File: config.mk
export PLATFORM = sky130hd
export DESIGN_NAME = serial_sub10
export DESIGN_NICKNAME = d
export VERILOG_FILES = /design/src/rtl/serial_sub_pkg.sv /design/src/rtl/fa.sv /design/src/rtl/serial_sub10.sv
export SDC_FILE = /design/constraint.sdc
export NUM_CORES = 1
export LEC_CHECK = 0
export CAP_MARGIN = 30
export CORE_MARGIN = 2
export CORE_UTILIZATION = 40
export CTS_BUF_LIST = sky130_fd_sc_hd__clkbuf_8
export DETAILED_ROUTE_END_ITERATION = 8
export GPL_TIMING_DRIVEN = 0
export PLACE_DENSITY_LB_ADDON = 0.1
export SLEW_MARGIN = 10
export SYNTH_ARGS = -nofsm -noshare
export SYNTH_HDL_FRONTEND = slang
export SYNTH_SLANG_ARGS = --single-unit
File: constraint.sdc
create_clock -name clk -period 1.8 [get_ports clk]
set_input_delay 0.45 -clock clk [delete_from_list [all_inputs] [get_ports clk]]
set_output_delay 0.45 -clock clk [all_outputs]
set_load 0.03 [all_outputs]
File: src/rtl/serial_sub_pkg.sv
// Shared definitions for the bit-serial subtractor.
// Contents: the default operand width and the controller state encoding.
package serial_sub_pkg;

   localparam int unsigned DEFAULT_WIDTH = 10;

   typedef enum logic [1:0] {
      IDLE  = 2'd0,
      SHIFT = 2'd1,
      DONE  = 2'd2
   } state_t;

endpackage

File: src/rtl/fa.sv
// Single-bit full adder used as the bit-serial datapath cell.
// Ports: a, b, cin  - addend bits and carry-in
//        sum, cout  - sum bit and carry-out
module fa (
   input  logic a,
   input  logic b,
   input  logic cin,
   output logic sum,
   output logic cout
);

   assign sum  = a ^ b ^ cin;
   assign cout = (a & b) | (cin & (a ^ b));

endmodule

File: src/rtl/serial_sub10.sv
// Bit-serial subtractor: Diff = A - B - Bin (mod 2^WIDTH), LSB first,
// one bit per clock through a single full adder computing A + ~B + ~Bin.
// Ports: clk, reset (async, active-high)
//        start, A, B, Bin  - request and operands, sampled only while busy=0
//        Diff, Bout        - result and borrow-out, held from done to next start
//        busy              - high for the WIDTH shift cycles
//        done              - one-cycle pulse when Diff/Bout become valid
//        Ovf               - signed overflow, present only when
//                            SERIAL_SUB10_OVF_EN is defined
module serial_sub10
   import serial_sub_pkg::*;
#(
   parameter int unsigned WIDTH = DEFAULT_WIDTH
) (
   input  logic             clk,
   input  logic             reset,
   input  logic             start,
   input  logic [WIDTH-1:0] A,
   input  logic [WIDTH-1:0] B,
   input  logic             Bin,
   output logic [WIDTH-1:0] Diff,
   output logic             Bout,
   output logic             busy,
   output logic             done
`ifdef SERIAL_SUB10_OVF_EN
   ,
   output logic             Ovf
`endif
);

   localparam int unsigned CW = $clog2(WIDTH + 1);

   state_t           state;
   logic [WIDTH-1:0] a_sh;
   logic [WIDTH-1:0] b_sh;
   logic             carry;
   logic [CW-1:0]    cnt;
   logic             sum_bit;
   logic             carry_out;

   // Subtraction as addition of the inverted subtrahend; carry starts at ~Bin.
   fa u_fa (
      .a    (a_sh[0]),
      .b    (~b_sh[0]),
      .cin  (carry),
      .sum  (sum_bit),
      .cout (carry_out)
   );

   // Controller and datapath registers
   always_ff @(posedge clk or posedge reset) begin
      if (reset) begin
         state <= IDLE;
         a_sh  <= '0;
         b_sh  <= '0;
         carry <= 1'b0;
         cnt   <= '0;
         Diff  <= '0;
         Bout  <= 1'b0;
         busy  <= 1'b0;
         done  <= 1'b0;
`ifdef SERIAL_SUB10_OVF_EN
         Ovf   <= 1'b0;
`endif
      end else begin
         case (state)
            IDLE, DONE: begin
               done <= 1'b0;
               if (start) begin
                  a_sh  <= A;
                  b_sh  <= B;
                  carry <= ~Bin;
                  cnt   <= '0;
                  busy  <= 1'b1;
                  state <= SHIFT;
               end else begin
                  state <= IDLE;
               end
            end
            SHIFT: begin
               // Operands shift right so bit i is always at position 0;
               // result bits enter at the MSB and settle in place after WIDTH shifts.
               a_sh  <= a_sh >> 1;
               b_sh  <= b_sh >> 1;
               carry <= carry_out;
               Diff  <= {sum_bit, Diff[WIDTH-1:1]};
               if (cnt == CW'(WIDTH - 1)) begin
                  busy  <= 1'b0;
                  done  <= 1'b1;
                  Bout  <= ~carry_out;
`ifdef SERIAL_SUB10_OVF_EN
                  // MSB stage: carry-in XOR carry-out flags signed overflow.
                  Ovf   <= carry ^ carry_out;
`endif
                  state <= DONE;
               end else begin
                  cnt <= cnt + CW'(1);
               end
            end
            default: begin
               busy  <= 1'b0;
               done  <= 1'b0;
               state <= IDLE;
            end
         endcase
      end
   end

endmodule

==> results of run 1 <==
[metal layers]
| metal | vias up | global-route usage | share of wire |
|---|---|---|---|
| li1 | 705 | - | - |
| met1 | 655 | 0.229 | 0.50 |
| met2 | 30 | 0.248 | 0.45 |
| met3 | 4 | 0.0390 | 0.041 |
| met4 | 0 | 0.0577 | 0.011 |
| met5 | - | 0 | 0 |
[layout by cell type, fill, tap and decap left out, types with 2 or more instances in the layout]
cell type	count
a22o_1	2
mux2i_1	2
dlygate4sd2_1	5
o21ai_0	2
clkdlybuf4s50_1	24
nand3b_1	2
nand2_1	68
clkbuf_8	6
inv_1	5
buf_6	3
buf_2	6
nor2_1	20
ha_1	2
buf_4	3
dfrtp_1	39
nand2b_1	2
nand3_1	2
a31oi_1	18
dlymetal6s2s_1	7
[final cells by class]
class,instances,share of cell area
Sequential cell,39,0.423
Multi-Input combinational cell,131,0.290
Timing Repair Buffer,36,0.161
Buffer,12,0.0374
Clock buffer,6,0.0358
Tap cell,52,0.0282
Clock inverter,2,0.0152
Inverter,6,0.00976
[sequential cells by signal (all words and copies together), names as in the netlist]
register and flops:
a_sh 10, state 1, Bout 1, b_sh 10, carry 1, cnt 4, done 1, busy 1
Diff 10
[per-stage QoR]
stage               TNS [ns]  hold slack (ns)  power (mW)   util  setup WS [ns]
floorplan                  0            0.467        2.91      -          0.438
global placement      -13.24            0.460        3.44  0.507         -0.341
detailed placement         0            0.471        3.53  0.507         0.0336
CTS                        0            0.491        4.27  0.533   -0.000000444
global route               0            0.521        4.55  0.537        0.00342
finish                     0            0.493        4.20  0.537         0.0471
[worst register-to-register path, delay by kind of cell (launching register included)]
family | cells | cell delay (ns)
flip-flops | 1 | 0.41
AND/OR/NAND/NOR | 2 | 0.31
multiplexers | 1 | 0.33
adder cells (fa/ha/maj) | 1 | 0.15
buffers and inverters | 1 | 0.07
[power breakdown]
group          internal (mW)  leakage, nW  switching, mW
clock network          0.449       0.0612          0.306
logic                  0.781        0.653           1.11
registers               1.29        0.465          0.265
total                   2.52         1.18           1.68
[logic make-up (layout without fill, tap and decap cells)]
kind of cell	after synthesis	in the layout	share of synthesized area
flops	39	39	0.557
mux	3	3	0.0178
fa+ha+maj	3	3	0.0257
buf+inv	18	62	0.0621
simple gates	97	97	0.226
compound gates	28	28	0.112
[how the worst max path moves through the flow]
stage	start	end	slack (ns)	cells past startpoint
3_3_place_gp	reset	state[0]$_DFFE_PP0P_	-0.34	2
6_report	Diff[0]$_DFFE_PP0P_	Diff[0]	0.05	1
2_1_floorplan	done$_DFFE_PP0P_	Bout$_DFFE_PP0P_	0.44	4
4_1_cts	Diff[4]$_DFFE_PP0P_	Diff[4]	-0.0000004	1
3_5_place_dp	start	b_sh[8]$_DFFE_PP0P_	0.03	5
5_1_grt	Diff[0]$_DFFE_PP0P_	Diff[0]	0.003	1
==> metrics.txt, run 1 <==
status complete, no violations; post-CTS resize count 5; Design Area, Final 0.00231 mm^2; Clock transition at path regs 0.08 ns; Mapped Nets 215; Hold Vio Cnt, Final 0; PwrDens 1820 mW/mm^2; multi-input gate area in the final layout 668 um^2; crit path max fanout 2; cts bufs inserted 5; Routability Congestion 0.745; Reg area 976 um^2; Worst VDD drop 710 uV; number of buffers added on ports 36; Post-synth EDFFs 0; count leader, synth nand2_1; delay-heaviest family, CP buffers and inverters; Detailed Route Iter0 Violations 98; Fillers 373; routed vias/inst 4.91; area grow syn2layout 31.6%; Slew HR 0.458; Hold EP Diff[0]$_DFFE_PP0P_; Unique masters post-synth 26; crit share post-route 0.974; DR WL/cell 13.1 um; # IOs 37; endpoints failing setup 0; # diodes 0; final wirelength 3.73 mm; Post-synth ARST share 1.00; top_reg_cell synth dfrtp_1; Initial Util 0.408; number of synthesis warnings 0; CTS tree yes; Rows 24; fin nets 258; Critical Path End Type output port; clk sinks 39; first-pass GRT wire length 6.41 mm; clk_lat worst skew 0.29 ns; CTS H-tree depth 2; R2R setup slack 0.41 ns; Reg2Reg Depth 5; Synth top cells by count nand2_1 (68), dfrtp_1 (39), nor2_1 (20); Layout Cells excl Fill 284; post-synthesis cell area 0.00175 mm^2; Post-Syn Instances 188; highest clock rate 0.570 GHz; Vias 1394; remaining global-route overflow 0; hold_sp Diff[0]$_DFFE_PP0P_; startpoint types flop; clk root buf clkbuf_8; Initial DRT Pass Iterations 4; FF-to-FF End Bout$_DFFE_PP0P_; chip height 70.2 um; clk buf depth 2; CP bufs+invs 1; number of synthesized register bits 39; die width 70.2 um; top cells by area, synth dfrtp_1 (56%), nand2_1 (15%), a31oi_1 (6.4%); CP Cell Sequence clkdlybuf4s50_1; Max Cap Viol 0; WP data arrival 1.30 ns; Crit path largest cell delay 0.67 ns; largest net degree at the start of global routing 40; Seq/Total Area, Yosys 0.557; Detailed Place HPWL 2.63 mm; Setup Buffers After CTS 0; syn avg cell area 9.32 um^2; Synth area leader dfrtp_1; crit path time final 1.75 ns; share of layout cells above drive strength 1 0.108; dpl cell area 0.00218 mm^2; leakage power 1.18 nW; Slew Viols, Final 0; Fin Clk Skew 0.00674 ns; Core Region 0.00429 mm^2; CP max stage cell clkdlybuf4s50_1; Hold WC Path Type reg -> reg; post-route ant nets 0; # DRC 0; Worst Max-Slew Pin Slew 0.812 ns; Die Footprint 0.00493 mm^2; top-area cell type share of the netlist area 0.557; initial antenna violation count 0; worst hold stages 2; Total GRT Usage 0.163; vias in the first global route 1343; WP data required 1.35 ns; RSZ-0062 raised after global routing false; critical path type reg -> out; Post-CTS Hold Fix Bufs 0; worst r2r src cnt[1]$_DFFE_PP0P_; placed cells 276
(Power assumes the default switching activity.)
==> run 2: changes to the inputs <==
Settings changed: ABC_AREA from default to 1, HOLD_SLACK_MARGIN from default to 0.06, REMOVE_ABC_BUFFERS from default to 1.
==> run 2 against run 1 <==
Against the previous run:
- synthesized area up 9.4%
- synthesized cell count up 30%
- sequential share of layout area down 2.1 points
- via count up 9.3%
- maximum frequency up 12%
- sequential cell count unchanged
- clock power down 27%
- non-clock buffer count down 10
- worst setup slack better by 0.18 ns
- hold slack worse by 0.065 ns
- critical path depth unchanged
- first-iteration DRC count down 2.0%
==> metrics.txt, run 2 <==
vias in the first global route 1448; share of layout cells above drive strength 1 0.0925; Detailed Place HPWL 2.37 mm; # IOs 37; Fillers 455; Place WS -0.156 ns; Fin Clk Skew 0.00392 ns; Total GRT Usage 0.155; # diodes 0; biggest regs Diff x10, a_sh x10, b_sh x10; initial antenna violation count 0; number of synthesized register bits 39; Flop pwr share 0.371; commonest cells after routing, fill and taps aside nand2_1 (97), dfrtp_1 (39), inv_1 (32); clk buf depth 2; Post-Syn Instances 244; crit path time final 1.57 ns; Hold Slack 0.428 ns; Final WS setup 0.231 ns; leakage power 1.38 nW; Post-synth EDFFs 0; switching share of total power 0.441; Initial Util 0.412; syn avg cell area 7.86 um^2; top-area cell type share of the netlist area 0.509; # DRC 0; top cells by area, synth dfrtp_1 (51%), nand2_1 (19%), inv_1 (6.1%); crit share post-route 0.872; CTS H-tree depth 2; Slew Viols, Final 0; number of synthesis warnings 0; design internal power 2.35 mW; Critical Path End Type output port; remaining global-route overflow 0; dpl cell area 0.00232 mm^2; Routability Congestion 0.751; CP max stage cell dfrtp_1; Synth area leader dfrtp_1; WP data required 1.35 ns; Synth top cells by count nand2_1 (98), dfrtp_1 (39), inv_1 (31); PwrDens 1740 mW/mm^2; Die Footprint 0.00536 mm^2; number of buffers added on ports 36; status complete, no violations; area grow syn2layout 26.4%; crit path max fanout 3; Rows 25; CP bufs+invs 1; Setup Buffers After CTS 0; DR WL/cell 10.6 um; Initial DRT Pass Iterations 4; largest net degree at the start of global routing 33; post-route ant nets 0; chip height 73.2 um; Clock transition at path regs 0.07 ns; CTS tree yes; Unique masters post-synth 19; clk_lat worst skew 0.28 ns; Worst Max-Slew Pin Slew 0.471 ns; CP Cell Sequence dlygate4sd2_1; Slew HR 0.686; WP data arrival 1.12 ns; first-pass GRT wire length 6.49 mm; Design Area, Final 0.00242 mm^2; routed vias/inst 4.55; Core Region 0.00466 mm^2; Max Cap Viol 0; Hold Vio Cnt, Final 0; delay-heaviest family, CP flip-flops; Post-synth ARST share 1.00; count leader, synth nand2_1; RSZ-0062 raised after global routing false; critical path type reg -> out; Seq/Total Area, Yosys 0.509; Vias 1524; endpoints failing setup 0; startpoint types flop; Worst VDD drop 669 uV; Post-CTS Hold Fix Bufs 0; Detailed Route Iter0 Violations 96; fin nets 307; top_reg_cell synth dfrtp_1; clk root buf clkbuf_8; post-synthesis cell area 0.00192 mm^2; most common cell after layout, fill and taps aside nand2_1; final wirelength 3.55 mm; cts bufs inserted 5; highest clock rate 0.637 GHz; combinational power share 0.498; die width 73.2 um; Hold WC Path Type in -> async; Crit path largest cell delay 0.42 ns; Switch Pwr 1.86 mW; clk sinks 39; Clk network pwr share 0.131
==> run 2: timing repair <==
| item | in CTS | in global routing |
|---|---|---|
| setup endpoints to repair | 19 | 21 |
| resized for setup | 6 | 9 |
| pin swaps | 0 | 0 |
==> run 2: cell families (layout without fill, tap and decap cells) <==
| group | after synthesis | after routing | share of synthesized area |
|---|---|---|---|
| flip-flops | 39 | 39 | 0.509 |
| buffers and inverters | 42 | 79 | 0.103 |
| AND/OR/NAND/NOR | 136 | 136 | 0.284 |
| AO/OA/AOI/OAI | 24 | 24 | 0.0802 |
| adder cells (fa/ha/maj) | 3 | 3 | 0.0235 |
==> run 2: layer usage <==
layer | wire, um | part of all wire | GRT usage | vias up
li1 | - | - | - | 806
met1 | 1750 | 0.49 | 0.210 | 690
met2 | 1640 | 0.46 | 0.242 | 26
met3 | 134 | 0.038 | 0.0456 | 2
met4 | 27 | 0.0076 | 0.0432 | 0
met5 | 0 | 0 | 0 | -
==> run 2: metrics by stage <==
stage                     std cells   util  TNS (ns)  power [mW]
after detailed placement        327  0.498     -2.73        3.75
final                           335  0.520         0        4.21
after global placement          325  0.488    -21.52        3.65
after floorplan                 235      -         0        3.05
after CTS                       335  0.515         0        4.29
after global routing            335  0.520         0        4.65
==> run 2: final timing paths <==
kind,startpoint,cells past startpoint,to,slack [ns]
min,reset,2,Diff[5]$_DFFE_PP0P_,0.43
max reg2reg,state[0]$_DFFE_PP0P_,6,a_sh[3]$_DFFE_PP0P_,0.37
min reg2reg,a_sh[2]$_DFFE_PP0P_,2,a_sh[2]$_DFFE_PP0P_,0.48
max in group asynchronous,reset,3,a_sh[2]$_DFFE_PP0P_,0.94
max,done$_DFFE_PP0P_,1,done,0.23
min in group clk,a_sh[2]$_DFFE_PP0P_,2,a_sh[2]$_DFFE_PP0P_,0.48
==> run 2: area by class of cell <==
type                    count  area, um^2  share of cell area
flip-flops and latches     39         976               0.402
multi-input cells         163         752               0.310
repair buffers             38         422               0.174
inverters                  33         126              0.0521
clock buffers               5        68.8              0.0284
well taps                  54        67.6              0.0279
clock inverters             3        12.5             0.00516
==> run 2: power groups by stage <==
| stage | clock, mW | sequential [mW] | combinational (mW) |
|---|---|---|---|
| floorplan | 0 | 1.78 | 1.27 |
| global placement | 0 | 1.57 | 2.08 |
| detailed placement | 0 | 1.58 | 2.17 |
| CTS | 0.576 | 1.56 | 2.15 |
| global route | 0.608 | 1.63 | 2.42 |
| finish | 0.550 | 1.56 | 2.10 |
